==> src/rtl/sar_search_if.sv <==
// Comparator/control bus between the SAR search initiator and its environment.
// master = search engine side, slave = comparator/controller side.
interface sar_search_if #(
    parameter int WIDTH = 8,
    parameter int CW    = 4
) ();
    logic             start;
    logic             AEB;
    logic             ASB;
    logic             AGB;
    logic [WIDTH-1:0] guess;
    logic             busy;
    logic             done;
    logic [WIDTH-1:0] found;
    logic [CW-1:0]    probes;
    logic             err;

    modport master (
        input  start, AEB, ASB, AGB,
        output guess, busy, done, found, probes, err
    );

    modport slave (
        output start, AEB, ASB, AGB,
        input  guess, busy, done, found, probes, err
    );
endinterface

==> src/rtl/sar_search.sv <==
// Binary-search initiator: probes an external magnitude comparator one guess
// per clock and reports the matched value, probe count and a consistency error.
module sar_search #(
    parameter int WIDTH = 8,
    parameter int CW    = 4
) (
    input  logic        clk,
    input  logic        rst,
    sar_search_if.master bus
);
    typedef enum logic [1:0] {IDLE, EVAL, DONE} state_t;

    localparam logic [WIDTH:0]   MAXB = {1'b0, {WIDTH{1'b1}}};
    localparam logic [WIDTH:0]   ONE  = (WIDTH+1)'(1);
    localparam logic [WIDTH-1:0] GMAX = {WIDTH{1'b1}};

    state_t           state_q, state_d;
    logic [WIDTH:0]   lo_q, lo_d, hi_q, hi_d;
    logic [WIDTH-1:0] guess_q, guess_d;
    logic [WIDTH-1:0] found_q, found_d;
    logic [CW-1:0]    probes_q, probes_d;
    logic             err_q, err_d;

    logic             onehot;
    logic [WIDTH:0]   lo_up, hi_dn;

    // Bounds are one bit wider than the guess, so the sum never overflows.
    function automatic logic [WIDTH-1:0] mid(input logic [WIDTH:0] l, input logic [WIDTH:0] h);
        return WIDTH'((l + h) >> 1);
    endfunction

    assign onehot = ({bus.AEB, bus.ASB, bus.AGB} == 3'b100) ||
                    ({bus.AEB, bus.ASB, bus.AGB} == 3'b010) ||
                    ({bus.AEB, bus.ASB, bus.AGB} == 3'b001);
    assign lo_up  = {1'b0, guess_q} + ONE;
    assign hi_dn  = {1'b0, guess_q} - ONE;

    always_comb begin
        state_d  = state_q;
        lo_d     = lo_q;
        hi_d     = hi_q;
        guess_d  = guess_q;
        found_d  = found_q;
        probes_d = probes_q;
        err_d    = err_q;
        case (state_q)
            IDLE: begin
                if (bus.start) begin
                    lo_d     = '0;
                    hi_d     = MAXB;
                    guess_d  = mid('0, MAXB);
                    probes_d = '0;
                    err_d    = 1'b0;
                    state_d  = EVAL;
                end
            end
            EVAL: begin
                probes_d = probes_q + 1'b1;
                if (!onehot) begin
                    err_d   = 1'b1;
                    state_d = DONE;
                end else if (bus.AEB) begin
                    found_d = guess_q;
                    state_d = DONE;
                end else if (bus.ASB) begin
                    // guess below B at the top of the range cannot be consistent
                    if (guess_q == GMAX) begin
                        err_d   = 1'b1;
                        state_d = DONE;
                    end else begin
                        lo_d = lo_up;
                        if (lo_up > hi_q) begin
                            err_d   = 1'b1;
                            state_d = DONE;
                        end else begin
                            guess_d = mid(lo_up, hi_q);
                        end
                    end
                end else begin
                    if (guess_q == '0) begin
                        err_d   = 1'b1;
                        state_d = DONE;
                    end else begin
                        hi_d = hi_dn;
                        if (lo_q > hi_dn) begin
                            err_d   = 1'b1;
                            state_d = DONE;
                        end else begin
                            guess_d = mid(lo_q, hi_dn);
                        end
                    end
                end
            end
            DONE:    state_d = IDLE;
            default: state_d = IDLE;
        endcase
    end

    always_ff @(posedge clk) begin
        if (rst) begin
            state_q  <= IDLE;
            lo_q     <= '0;
            hi_q     <= '0;
            guess_q  <= '0;
            found_q  <= '0;
            probes_q <= '0;
            err_q    <= 1'b0;
        end else begin
            state_q  <= state_d;
            lo_q     <= lo_d;
            hi_q     <= hi_d;
            guess_q  <= guess_d;
            found_q  <= found_d;
            probes_q <= probes_d;
            err_q    <= err_d;
        end
    end

    assign bus.guess  = guess_q;
    assign bus.busy   = (state_q == EVAL);
    assign bus.done   = (state_q == DONE);
    assign bus.found  = found_q;
    assign bus.probes = probes_q;
    assign bus.err    = err_q;
endmodule

==> src/flat_wrapper.sv <==
// flat-port wrapper written by rule: the top's interface ports become plain ports
module sar_search_flat 
#(
    parameter int WIDTH = 8,
    parameter int CW    = 4
)
  (clk, rst, bus_start, bus_AEB, bus_ASB, bus_AGB, bus_guess, bus_busy, bus_done, bus_found, bus_probes, bus_err);
  sar_search_if #(.WIDTH(WIDTH), .CW(CW)) bus_i ();
  input  logic clk;
  input  logic rst;
  input wire logic [$bits(bus_i.start)-1:0] bus_start;
  input wire logic [$bits(bus_i.AEB)-1:0] bus_AEB;
  input wire logic [$bits(bus_i.ASB)-1:0] bus_ASB;
  input wire logic [$bits(bus_i.AGB)-1:0] bus_AGB;
  output wire logic [$bits(bus_i.guess)-1:0] bus_guess;
  output wire logic [$bits(bus_i.busy)-1:0] bus_busy;
  output wire logic [$bits(bus_i.done)-1:0] bus_done;
  output wire logic [$bits(bus_i.found)-1:0] bus_found;
  output wire logic [$bits(bus_i.probes)-1:0] bus_probes;
  output wire logic [$bits(bus_i.err)-1:0] bus_err;
  assign bus_i.start = bus_start;
  assign bus_i.AEB = bus_AEB;
  assign bus_i.ASB = bus_ASB;
  assign bus_i.AGB = bus_AGB;
  assign bus_guess = bus_i.guess;
  assign bus_busy = bus_i.busy;
  assign bus_done = bus_i.done;
  assign bus_found = bus_i.found;
  assign bus_probes = bus_i.probes;
  assign bus_err = bus_i.err;
  sar_search #(.WIDTH(WIDTH), .CW(CW)) u_core (.clk(clk), .rst(rst), .bus(bus_i));
endmodule
==> config.mk <==
export PLATFORM = sky130hd
export DESIGN_NAME = sar_search_flat
export DESIGN_NICKNAME = d
export VERILOG_FILES = /design/src/rtl/sar_search_if.sv /design/src/rtl/sar_search.sv /design/src/flat_wrapper.sv
export SDC_FILE = /design/constraint.sdc
export NUM_CORES = 1
export LEC_CHECK = 0
export ABC_CLOCK_PERIOD_IN_PS = 5900
export BUFFER_PORTS_ARGS = -buffer_cell sky130_fd_sc_hd__buf_2
export CAP_MARGIN = 20
export CORE_ASPECT_RATIO = 0.5
export CORE_MARGIN = 8
export CORE_UTILIZATION = 58
export DETAILED_ROUTE_END_ITERATION = 7
export PLACE_DENSITY = 0.78
export SLEW_MARGIN = 20
export SYNTH_ARGS = -nofsm -noshare
export SYNTH_HDL_FRONTEND = slang
export SYNTH_SLANG_ARGS = --single-unit
==> constraint.sdc <==
create_clock -name clk -period 5.9 [get_ports clk]
set_input_delay 0 -clock clk [delete_from_list [all_inputs] [get_ports clk]]
set_output_delay 0 -clock clk [all_outputs]
set_load 0.02 [all_outputs]
# After elaboration in Yosys (flattened, before gate mapping)

Cells that the tools add are included.

Flip-flop bits (word level): 41
Logic and storage cells: 89
Output and inout port bits: 23
Input bits: 6

Add/subtract/negate cells: 5
Magnitude comparators: 2
Reduce and logical (&&, ||, !) cells: 12
Mux-type cells: 41
Eq/ne operators: 22

Operators with widths:

| kind                  | number |
|---|---|
| $mux W9               | 10 |
| $mux W8               | 8 |
| $pmux W9 S2           | 2 |
| $add A9 B9 Y9         | 2 |
| $gt A9 B9 Y1          | 2 |
| $mux W2               | 8 |
| $pmux W8 S2           | 1 |
| $ne A3 B3 Y1 const B  | 5 |
| $ne A2 B2 Y1 const B  | 6 |
| $ne A6 B6 Y1 const B  | 2 |
| $reduce_and A6 Y1     | 2 |
| $ne A5 B5 Y1 const B  | 2 |
| $add A8 B1 Y9 const B | 1 |
| $sub A8 B1 Y9 const B | 1 |
| $eq A8 B8 Y1 const B  | 1 |
| $logic_not A8 Y1      | 1 |
| $mux W1               | 8 |
| $pmux W4 S2           | 1 |
| $reduce_and A8 Y1     | 1 |
| $reduce_and A3 Y1     | 2 |
| $reduce_and A5 Y1     | 1 |
| $add A4 B1 Y4 const B | 1 |
| $mux W4               | 1 |
| $pmux W2 S2           | 1 |
| 11 further kinds      | 12 |

# Depth between registers and ports, before layout

Depth in word-level cells: 8
Mapped depth: 15
Depth with buffers taken out: 13

# Least setup slack after synthesis

Ideal clock, no wire load.

Path kind: register -> register
From: register u_core.guess_q[0], in the netlist u_core.bus.guess[0]
To: register u_core.guess_q[3], in the netlist u_core.bus.guess[3]
Stages on the path, launching flop included: 14
Slack: 2.696 ns
Required time: 5.784 ns
Library setup time: 0.116 ns
Period minus slack after synthesis: 3.204 ns
Buffers on the path: 2
Arrival time: 3.089 ns
Path through: dfxtp_1 buf_6 or4_4 o21ai_4 nand2_1 ha_1 nor4b_1 o21ai_0 a31o_2 a41o_1 o311ai_2 buf_8 nor3_1 a31o_1

Cells in the longest elaborated chain, start to end: 8
Elaborated cells on any way between the ends: 21
Classes of those cells: 4 x add/sub; 2 x order compare; 5 x eq/ne; 8 x mux; 2 x reduce/logical

RTL lines:

| element                                        | RTL line                           | source |
|---|---|---|
| start: declaration                             | sar_search.sv:19                   | `logic [WIDTH-1:0] guess_q, guess_d;` |
| start signal: assignment                       | sar_search.sv:112                  | `guess_q <= guess_d;` |
| $sub A8 B1 Y9 or $add A8 B1 Y9 (tied branches) | sar_search.sv:36, sar_search.sv:35 |  |
| $add A9 B9 Y9                                  | sar_search.sv:29                   | `return WIDTH'((l + h) >> 1);` |
| $mux W8, on equally long branches              | sar_search.sv:85, sar_search.sv:72 |  |
| $mux W8, on equally long branches              | sar_search.sv:80, sar_search.sv:67 |  |
| $mux W8                                        | sar_search.sv:65                   | `end else if (bus.ASB) begin` |
| $mux W8                                        | sar_search.sv:62                   | `end else if (bus.AEB) begin` |
| $mux W8                                        | sar_search.sv:59                   | `if (!onehot) begin` |
| $pmux W8 S2                                    | sar_search.sv:46                   | `case (state_q)` |

Several ways; a longest one is shown, not always the timed one. The select of a mux whose other input is x is not followed.
A chain may end at the register's enable or synchronous reset.

# Worst setup path in the final report

From: register u_core.guess_q[0], in the netlist u_core.bus.guess[0]
To: register u_core.guess_q[0], in the netlist u_core.bus.guess[0]

The elaborated chain is that of the path after synthesis.

==> impl_metrics.env <==
export IMPL_ys_ff_latch=41
export IMPL_dr_first_iter_drc_count=270
export IMPL_cts_tree="built"
export IMPL_setup_viol=0
export IMPL_synth_cell_area_mm2=0.00319
export IMPL_cp_max_fo=13
export IMPL_antenna_found_initial=0
export IMPL_cts_hold_buf=0
export IMPL_placed_cells_incl_taps=487
export IMPL_final_cell_mix="dfxtp_1, nor2_1, ha_1"
export IMPL_hold_path_class="in2reg"
export IMPL_synthesis_nets=446
export IMPL_critPathTopFamily="compound AO/OA/AOI/OAI gates"
export IMPL_synthTopCellsByArea="dfxtp_1, ha_1, a21oi_1"
export IMPL_critical_path_class="reg2reg"
export IMPL_clockBufferDepth=2
export IMPL_grt_pass1_vias=2954
export IMPL_coreArea_mm2=0.00540
export IMPL_initial_utilization_pct=59.1
export IMPL_finalNonFillerCells=495
export IMPL_fin_ws_ns=1.74
export IMPL_routed_via_count=3075
export IMPL_pwr_density_cell_mw_per_mm2=269
export IMPL_cts_root_buf="clkbuf_8"
export IMPL_status="complete, no violations"
export IMPL_synth_top_cell_by_area="dfxtp_1"
export IMPL_die_h_um=68.4
export IMPL_multiInputGateArea_mm2=0.00216
export IMPL_rr_endpoint="u_core.bus.guess[0]"
export IMPL_power_mw=0.919
export IMPL_fillCellCount=478
export IMPL_setup_tns_ns=0
export IMPL_drc=0
export IMPL_max_freq_mhz=240
export IMPL_syn_to_final_growth_pct=7.18
export IMPL_die_width_um=121
export IMPL_track_usage_pct=23.4
export IMPL_slowest_delay_ns=0.88
export IMPL_fin_crit_sh_pct=70.5
export IMPL_vdd_ir_drop_max_mv=0.129
export IMPL_final_cell_area_mm2=0.00342
export IMPL_cp_cell_sequence="ha_1 -> nand3_1 -> or3_1 -> xnor2_1 -> ha_1 -> nand3_1 -> nor3_1 -> a31oi_1 -> a21oi_1 -> o311ai_2 -> a2111oi_0 -> a211oi_1"
export IMPL_placed_cell_area_mm2=0.00333
export IMPL_grt_overflow=0
export IMPL_slew_headroom_pct=28.8
export IMPL_place_hpwl_um=7060
export IMPL_ys_types=61
export IMPL_place_congestion=0.946
export IMPL_wl_per_cell_um=18.8
export IMPL_finalHoldViolCount=0
export IMPL_arrival_ns=4.37
export IMPL_seq_area_um2=821
export IMPL_diodes=0
export IMPL_worstHoldPathCells=4
export IMPL_drive_gt1_share_pct=11.6
export IMPL_ant_nets=0
export IMPL_critPathBufInv=0
export IMPL_regToRegSetupSlack_ns=1.74
export IMPL_worst_slew_pin_transition_ns=1.07
export IMPL_synth_edf_count=0
export IMPL_synth_avg_cell_area_um2=7.90
export IMPL_ys_async_sr_fraction_pct=0
export IMPL_rsz0062_at_grt="no"
export IMPL_cts_repair_resized=0
export IMPL_syn_inst=404
export IMPL_postCtsSetupBuffers=0
export IMPL_reg2reg_depth=12
export IMPL_clk_latency_ns=0.30
export IMPL_fin_nets=463
export IMPL_wl_um=9310
export IMPL_drv_slew=0
export IMPL_ios=29
export IMPL_cp_end_kind="flip-flop"
export IMPL_leakage_nw=1.49
export IMPL_seq_area_frac_synth_pct=25.7
export IMPL_min_delay_start="bus_start"
export IMPL_viasPerCell=6.21
export IMPL_place_ws_ns=1.85
export IMPL_grt_pass1_wl_um=15100
export IMPL_firstDrtPassIters=5
export IMPL_max_cap_viol_count=0
export IMPL_clkTransAtPathRegs_ns=0.09
export IMPL_critical_path_slowest_cell="o311ai_2"
export IMPL_start_kind="flip-flop"
export IMPL_required_ns=6.10
export IMPL_grt_max_degree=41
export IMPL_die_area_mm2=0.00827
export IMPL_cts_buffers_inserted=5
export IMPL_min_period_ns=4.16
export IMPL_clock_sinks=41
export IMPL_htree_levels=2
export IMPL_mostFrequentLayoutCell="dfxtp_1"
export IMPL_synth_main_ff_cell="dfxtp_1"
export IMPL_io_buffers=28
export IMPL_clock_skew_ns=0.00940
export IMPL_worstReg2RegStart="u_core.bus.guess[0]"
export IMPL_core_rowCount=19
export IMPL_synth_top_area_share_pct=25.7
export IMPL_whs_endpoint="u_core.bus.probes[0]"
export IMPL_yosys_warnings=0
## per-stage QoR
step	hold slack, ns	util [%]
2_1_floorplan	0.195	-
3_3_place_gp	0.339	61.7
3_5_place_dp	0.347	61.7
4_1_cts	0.0306	63.4
5_1_grt	0.0677	63.4
6_report	0.0360	63.4
## layer usage
metal  wire length (µm)  vias to the layer above  share of wire, %  track usage (%)
met1               4460                     1439                48             32.1
met3                962                       15                10             6.50
met4                 95                        0               1.0             4.31
li1                   -                     1474                 -                -
met5                  0                        -                 0                0
met2               3790                      147                41             36.4
## state kept, by name, summed over array words and instances, names as in the netlist
name and count:
u_core.bus.err 1, u_core.bus.found 8, u_core.bus.guess 8, u_core.bus.probes 4
u_core.hi_q 9, u_core.lo_q 9, u_core.state_q 2
## power breakdown
group | internal [mW] | total [mW] | switching, mW
clock network | 0.0840 | 0.190 | 0.106
registers | 0.295 | 0.330 | 0.0350
logic | 0.141 | 0.399 | 0.258
## synthesized netlist by cell type, types with 3 or more instances
library cell / number
o22ai_1: 3
nor4_1: 4
o21ai_0: 12
nand4_1: 6
a221oi_2: 3
nor2_1: 39
ha_1: 34
buf_2: 6
a21oi_1: 33
a211oi_1: 6
a311oi_1: 5
clkbuf_1: 9
xor2_1: 8
inv_1: 29
nand3_1: 28
nand4b_1: 3
nor2b_1: 6
a41o_1: 3
nor3_1: 15
nand2_1: 32
dfxtp_1: 41
a31oi_1: 4
nand2b_1: 8
xnor2_1: 13
and3_1: 7
## worst max path at each step
stage / slack, ns / to / depth (start not counted) / start
after floorplan: 2.70 / u_core.bus.guess[3] / 13 / u_core.bus.guess[0]
after global placement: 2.08 / u_core.bus.guess[0] / 12 / u_core.bus.guess[0]
after detailed placement: 1.85 / u_core.bus.guess[0] / 11 / u_core.bus.guess[2]
after CTS: 1.79 / u_core.bus.guess[0] / 11 / u_core.bus.guess[2]
after global routing: 1.47 / u_core.bus.guess[0] / 13 / u_core.bus.guess[4]
final: 1.74 / u_core.bus.guess[0] / 12 / u_core.bus.guess[0]
## worst min-delay path: cells and delay by family
kind / cells / cell delay, ns
AO/OA/AOI/OAI: 1 / 0.07
buffers and inverters: 1 / 0.10
AND/OR/NAND/NOR: 2 / 0.12
## cell type report
class	instances	share of cell area (%)
clock inverters	3	0.659
multi-input cells	314	63.0
inverters	30	3.29
flip-flops and latches	41	24.0
repair buffers	29	4.32
well taps	73	2.67
clock buffers	5	2.01
## logic make-up after synthesis
logic type,synth area share [%]
buffers and inverters,6.71
and+or+nand+nor,25.8
AOI/OAI and AO/OA,21.1
xor gates and xnor gates,5.76
muxes,0.314
DFF,25.7
adders and majority gates,14.6
Note: power is estimated with default switching activity, not from simulation.
